**config.mk**
```make
export PLATFORM = sky130hd
export DESIGN_NAME = sipo_deser
export DESIGN_NICKNAME = d
export VERILOG_FILES = /design/src/rtl/sipo_deser.sv
export SDC_FILE = /design/constraint.sdc
export NUM_CORES = 1
export LEC_CHECK = 0
export CAP_MARGIN = 20
export CORE_ASPECT_RATIO = 1.1
export CORE_UTILIZATION = 40
export CTS_BUF_LIST = sky130_fd_sc_hd__clkbuf_4 sky130_fd_sc_hd__clkbuf_8
export DETAILED_ROUTE_END_ITERATION = 10
export HOLD_SLACK_MARGIN = 0.12
export PLACE_DENSITY = 0.69
export SLEW_MARGIN = 5
export SYNTH_ARGS = -nofsm -noshare
export SYNTH_HDL_FRONTEND = slang
export SYNTH_SLANG_ARGS = --single-unit
```
**constraint.sdc**
```tcl
create_clock -name clk -period 1.4 [get_ports clk]
set_input_delay 0.28 -clock clk [delete_from_list [all_inputs] [get_ports clk]]
set_output_delay 0.28 -clock clk [all_outputs]
set_load 0.01 [all_outputs]
```
**src/rtl/sipo_deser.sv**
```systemverilog
// sipo_deser: serial-to-parallel deserializer with bit counter, word framing,
// a valid/ready holding register, selectable bit order and a sticky overflow.
// Optional feature macro: SIPO_DESER_PARITY_CHECK_EN
//   defined   -> each frame is WIDTH data bits plus one even-parity bit and
//                parity_err reports the parity check of the word held in q.
//   undefined -> frames are WIDTH bits and parity_err is tied to 0.
// Reset rst is asynchronous and active-low; clr is a synchronous clear.

module sipo_deser #(
  parameter int WIDTH     = 8,
  parameter bit MSB_FIRST = 1'b0,
  localparam int CNT_W    = $clog2(WIDTH + 2)
) (
  input  logic             clk,
  input  logic             rst,
  input  logic             clr,
  input  logic             shift_en,
  input  logic             data_in,
  input  logic             q_ready,
  output logic [WIDTH-1:0] q,
  output logic             q_valid,
  output logic [CNT_W-1:0] bit_cnt,
  output logic             overflow,
  output logic             parity_err
);

`ifdef SIPO_DESER_PARITY_CHECK_EN
  localparam int FLEN = WIDTH + 1;
`else
  localparam int FLEN = WIDTH;
`endif

  localparam logic [CNT_W-1:0] LAST_CNT = CNT_W'(FLEN - 1);

  // Holding register occupancy: EMPTY means q_valid=0, FULL means q_valid=1.
  typedef enum logic {
    S_EMPTY = 1'b0,
    S_FULL  = 1'b1
  } hold_state_t;

  hold_state_t      state;
  logic [WIDTH-1:0] sr;
  logic [WIDTH-1:0] sr_next;
  logic [WIDTH-1:0] word;
  logic             frame_done;
  logic             word_par_err;
  logic             perr_reg;

  // Next shift-register contents with the incoming bit inserted per bit order.
  always_comb begin
    sr_next = sr;
    if (MSB_FIRST) begin
      sr_next = {sr[WIDTH-2:0], data_in};
    end else begin
      sr_next = {data_in, sr[WIDTH-1:1]};
    end
  end

  // Frame completion and the word it delivers.
  always_comb begin
    frame_done = shift_en && (bit_cnt == LAST_CNT);
`ifdef SIPO_DESER_PARITY_CHECK_EN
    // The final bit is the parity bit; sr already holds all data bits.
    word         = sr;
    word_par_err = (^sr) ^ data_in;
`else
    // The final bit is a data bit and completes the word on this edge.
    word         = sr_next;
    word_par_err = 1'b0;
`endif
  end

  assign q_valid = (state == S_FULL);

  // Bit counting, shifting and the EMPTY/FULL holding-register machine.
  always_ff @(posedge clk or negedge rst) begin
    if (!rst) begin
      state    <= S_EMPTY;
      sr       <= '0;
      q        <= '0;
      bit_cnt  <= '0;
      overflow <= 1'b0;
      perr_reg <= 1'b0;
    end else if (clr) begin
      state    <= S_EMPTY;
      sr       <= '0;
      q        <= '0;
      bit_cnt  <= '0;
      overflow <= 1'b0;
      perr_reg <= 1'b0;
    end else begin
      if (shift_en) begin
        if (frame_done) begin
          bit_cnt <= '0;
        end else begin
          bit_cnt <= bit_cnt + 1'b1;
        end
`ifdef SIPO_DESER_PARITY_CHECK_EN
        // The parity bit is never stored in sr.
        if (!frame_done) begin
          sr <= sr_next;
        end
`else
        sr <= sr_next;
`endif
      end

      case (state)
        S_EMPTY: begin
          // q_ready is ignored while nothing is held.
          if (frame_done) begin
            q        <= word;
            perr_reg <= word_par_err;
            state    <= S_FULL;
          end
        end
        S_FULL: begin
          if (frame_done) begin
            if (q_ready) begin
              // Transfer and completion on the same edge: reload, stay FULL.
              q        <= word;
              perr_reg <= word_par_err;
            end else begin
              // Consumer still holds off: drop the new word and flag it.
              overflow <= 1'b1;
            end
          end else if (q_ready) begin
            // Plain transfer; q keeps its last value.
            state <= S_EMPTY;
          end
        end
        default: state <= S_EMPTY;
      endcase
    end
  end

`ifdef SIPO_DESER_PARITY_CHECK_EN
  assign parity_err = perr_reg;
`else
  assign parity_err = 1'b0;
`endif

endmodule

```
Word level (Yosys, flattened, before mapping):

Cells that the tools add are included.
W data, S select, Z words.

* register bits: 22
* bits in latches: 0
* bits in writable memories: 0
* bits in read-only memories: 0
* input bits: 6
* output and inout bits: 15
* word-level logic and storage cells: 37
* memories: 0

* add/sub/neg operators: 1
* multiply operators: 0
* divide/modulo/power cells: 0
* $lt $le $gt $ge: 0
* equality and inequality tests: 5
* shift-type cells: 0
* muxes and demuxes: 19
* bitwise gates (word level): 1
* reductions and logical operators: 6

Operators with widths (number)
* $mux W8: 6
* $pmux W8 S2: 1
* $mux W4: 3
* $mux W1: 8
* $ne A3 B3 Y1 const B: 2
* $reduce_and A3 Y1: 2
* $reduce_bool A2 Y1: 3
* $add A4 B1 Y4 const B: 1
* $eq A4 B3 Y1 const B: 1
* $ne A3 B2 Y1 const B: 1
* $ne A2 B2 Y1 const B: 1
* $pmux W1 S2: 1
* $logic_and A1 B1 Y1: 1
* $not A1 Y1: 1

Depth between registers and ports, before layout:

Gate-level depths: netlist (run 1).

* word-level depth: 5
* gate-level depth with buffers: 5
* gate-level depth less buffers: 4

Worst setup path before layout (run 1):

Ideal clock, no wire load.

* path type: register to register
* start: reg bit_cnt[0]
* end: reg q[0]
* library setup time: 79 ps
* arrival time: 1220 ps
* setup slack: 101 ps
* stages on the path, launching flop included: 6
* clock period less this slack: 1299 ps
* cell sequence: dfrtp_1 ha_1 nand4b_2 nor2b_2 buf_6 mux2i_1

* longest elaborated chain between the ends: 4
* elaborated cells between the ends (all ways): 5
* those cells by class: eq/ne (3); reduce/logical (2)

Ends and longest elaborated chain
* from (decl): RTL line 22 `output logic [CNT_W-1:0] bit_cnt,`
* from (signal assigned): RTL line 96 `bit_cnt <= bit_cnt + 1'b1;`
* $eq A4 B3 Y1 (*): RTL line 61 `frame_done = shift_en && (bit_cnt == LAST_CNT);`
* $logic_and A1 B1 Y1 (*): RTL line 61
* $ne A3 B3 Y1 (no line) / $ne A3 B2 Y1 (equally long branches)
* $reduce_and A3 Y1 (no line) (*)
* to (signal assigned): RTL line 112 `q <= word;`
* to (signal assigned): RTL line 121 `q <= word;`
* to (decl): RTL line 20 `output logic [WIDTH-1:0] q,`

Mark *: on every way between the ends. The rest lies on a longest branch, timed or not.
A chain may end at the register's enable or synchronous reset.

Worst setup path in the final report (run 1):

* start: reg bit_cnt[0]
* end: out bit_cnt[0]

No word-level cell between the ends.

==> results.tsv, run 1 <==
metric	value	unit
outcome	complete, no violations	
CTS Root Cell	clkbuf_4	
fmax	753.9	MHz
Final Hold Viols	0	
final critical-path share of the clock period	0.9474	
Setup CP Type	reg2out	
Starting DRT DRC Count	4	
wire per inst	12.17	microns
total grt overflow	0	
yosys warns	0	
# IOs	21	
gp weighted congestion	0.7258	
vias in the first global route	631	
Synth Cell Area	975.9	sq um
synth unique cells	19	
DPL Wire Length	1.163	mm
Worst-path clk slew	0.11	ns
die height	53.81	microns
Hold WS	0.3108	ns
Post-DRT Antenna Nets	0	
met3 usage	0.03390	
Syn Nets	92	
Worst Path Max Fanout	2	
VDD IR max	723.1	uV
initial antenna violation count	0	
CTS Sinks	21	
FILL cells	203	
CTS Buf Count	3	
max_cap viols	0	
Pwr Total	1035	uW
Final Max Slew Viols	0	
Critical Path AT	1.05	ns
NumNets Final	123	
Syn Area/Cell	11.48	sq um
row cnt	18	
# DRC	0	
H-tree depth	1	
clock skew	0.004775	ns
routed via count	658	
port bufs	19	
area occupied by multi-input gates	437.9	sq um
share of cells above drive strength 1	0.1739	
met1 usage	0.1957	
Area growth syn-to-layout	36.41	%
critical path's slowest cell	dfrtp_1	
hold_buf cts	0	
Starting Density	0.4290	
Static Leak	0.0006792	uW
met2 global-route usage	0.2534	
Via density	4.538	
Min Clock Period, post-route	1.326	ns
slowest stage delay, CP	0.40	ns
r2r startpoint	bit_cnt[1]$_DFFE_PN0P_	
CP required	1.12	ns
CTS tree	done	
r2r worst-path depth	6	
endpoints failing setup	0	
Routed WL	1.765	mm
first-pass GRT wire length	2.946	mm
cells along the critical path	buf_4 -> clkdlybuf4s15_1	
Critical Path End Type	output pin	
DRT Pass-1 Iters	4	
hold crit path type	in2async	
Inserted Diodes	0	
gr usage total	0.1544	
sequential cell area	525.5	sq um
Die ar.	2642	sq um
P per Cell Area	777.4	nW/um^2
gr busiest metal	met2	
sequential element share of the synthesized area	0.5385	
core area	2275	sq um
Yosys reg bits	21	
CTS Buffer Depth	2	
cells after synthesis	85	
Worst-Skew Late Latency	0.29	ns
largest net degree at the start of global routing	30	
die width	49.10	microns
CP startpoint kind	flop	
Critical Path Start	bit_cnt[0]$_DFFE_PN0P_	
-- layer usage --
metal,share of wire,vias up
li1,-,336
met1,0.48,312
met2,0.49,8
met3,0.022,2
met4,0.011,0
met5,0,-
-- critical path, delay by kind of cell, from the launching register on --
kind	cells	cell delay (ns)
buffers and inverters	2	0.35
DFF	1	0.40
-- sequential cells by signal, indices dropped and copies added (netlist names) --
register / count
bit_cnt: 4
q_valid: 1
q: 8
sr: 7
overflow: 1
-- what timing repair did --
action                     4_1_cts  5_1_grt
gates cloned                     0        0
buffers inserted                 4        1
resized for setup               16        4
setup endpoints to repair       14        7
-- metrics by stage --
step / instances / worst slack (ns) / TNS [ns] / utilization / area, sq um
6_report: 145 / 0.07363 / 0 / 0.5853 / 1331
5_1_grt: 145 / -0.01334 / -0.01334 / 0.5853 / 1331
4_1_cts: 144 / 0.04293 / 0 / 0.5737 / 1305
3_5_place_dp: 136 / -0.1573 / -1.219 / 0.5495 / 1250
3_3_place_gp: 136 / -0.1068 / -0.8226 / 0.5495 / 1250
2_1_floorplan: 85 / 0.1009 / 0 / - / 975.9
-- worst paths after layout --
check | to | slack (ns)
setup / recovery | bit_cnt[0] | 0.07
hold / removal | q[7]$_DFFE_PN0P_ | 0.31
setup reg to reg | q[1]$_DFFE_PN0P_ | 0.09
hold reg to reg | overflow$_DFFE_PN0P_ | 0.51
max in group asynchronous | bit_cnt[2]$_DFFE_PN0P_ | 0.87
min in group clk | overflow$_DFFE_PN0P_ | 0.51
-- area by class of cell --
cell class / instances / share of cell area
clock buffer: 4 / 0.02256
multi-input combinational: 58 / 0.3289
sequential: 21 / 0.3947
tap: 30 / 0.02820
timing repair buffer: 32 / 0.2256
-- logic make-up (layout without fill, tap and decap cells) --
family                   count (synthesis)  after routing  synth area share
AND/OR/NAND/NOR                         35             35            0.2064
flip-flops                              21             21            0.5385
multiplexers                            16             16            0.1641
buffers and inverters                    6             36           0.03974
AO/OA/AOI/OAI                            4              4           0.02564
adder cells (fa/ha/maj)                  1              1           0.01282
other                                    1              1          0.003842
XOR/XNOR                                 1              1          0.008976
-- where the power goes --
part | internal [uW] | switching (uW) | total, uW
Sequential | 614 | 5.72 | 620
Clock | 130 | 171 | 301
Combinational | 61.0 | 53.2 | 114
Total | 805 | 230 | 1030
-- cells in the final DEF (no fill, tap or decap), drive strengths merged --
cell type	netlist	layout
clkdlybuf4s15	0	1
buf	4	13
a21oi	3	3
dlygate4sd2	0	13
nand2	2	2
nor2b	1	1
nand4	1	1
clkdlybuf4s50	0	5
mux2i	16	16
or3	1	1
clkbuf	2	4
dfrtp	21	21
conb	1	1
nand4b	1	1
xor2	1	1
ha	1	1
nand3b	1	1
nand2b	18	18
o21ba	1	1
nor2	10	10
-- cell usage after synthesis, drive strengths merged --
cell | instances | area, sq um
a21oi | 3 | 15.01
buf | 4 | 31.27
clkbuf | 2 | 7.510
conb | 1 | 3.750
dfrtp | 21 | 525.5
ha | 1 | 12.51
mux2i | 16 | 160.2
nand2 | 2 | 7.510
nand2b | 18 | 112.6
nand3b | 1 | 7.510
nand4 | 1 | 6.260
nand4b | 1 | 15.01
nor2 | 10 | 37.54
nor2b | 1 | 8.760
o21ba | 1 | 10.01
or3 | 1 | 6.260
xor2 | 1 | 8.760
(Power assumes the default switching activity.)
==> inputs of run 2 (changes only) <==
--- a/config.mk
+++ b/config.mk
@@ -10,6 +10,7 @@
 export CORE_UTILIZATION = 40
 export CTS_BUF_LIST = sky130_fd_sc_hd__clkbuf_4 sky130_fd_sc_hd__clkbuf_8
 export DETAILED_ROUTE_END_ITERATION = 10
+export GPL_TIMING_DRIVEN = 1
 export HOLD_SLACK_MARGIN = 0.12
 export PLACE_DENSITY = 0.69
 export SLEW_MARGIN = 5
==> results of run 2 <==
Same layout as run 1: the final DEF is identical, and so are final timing and power.
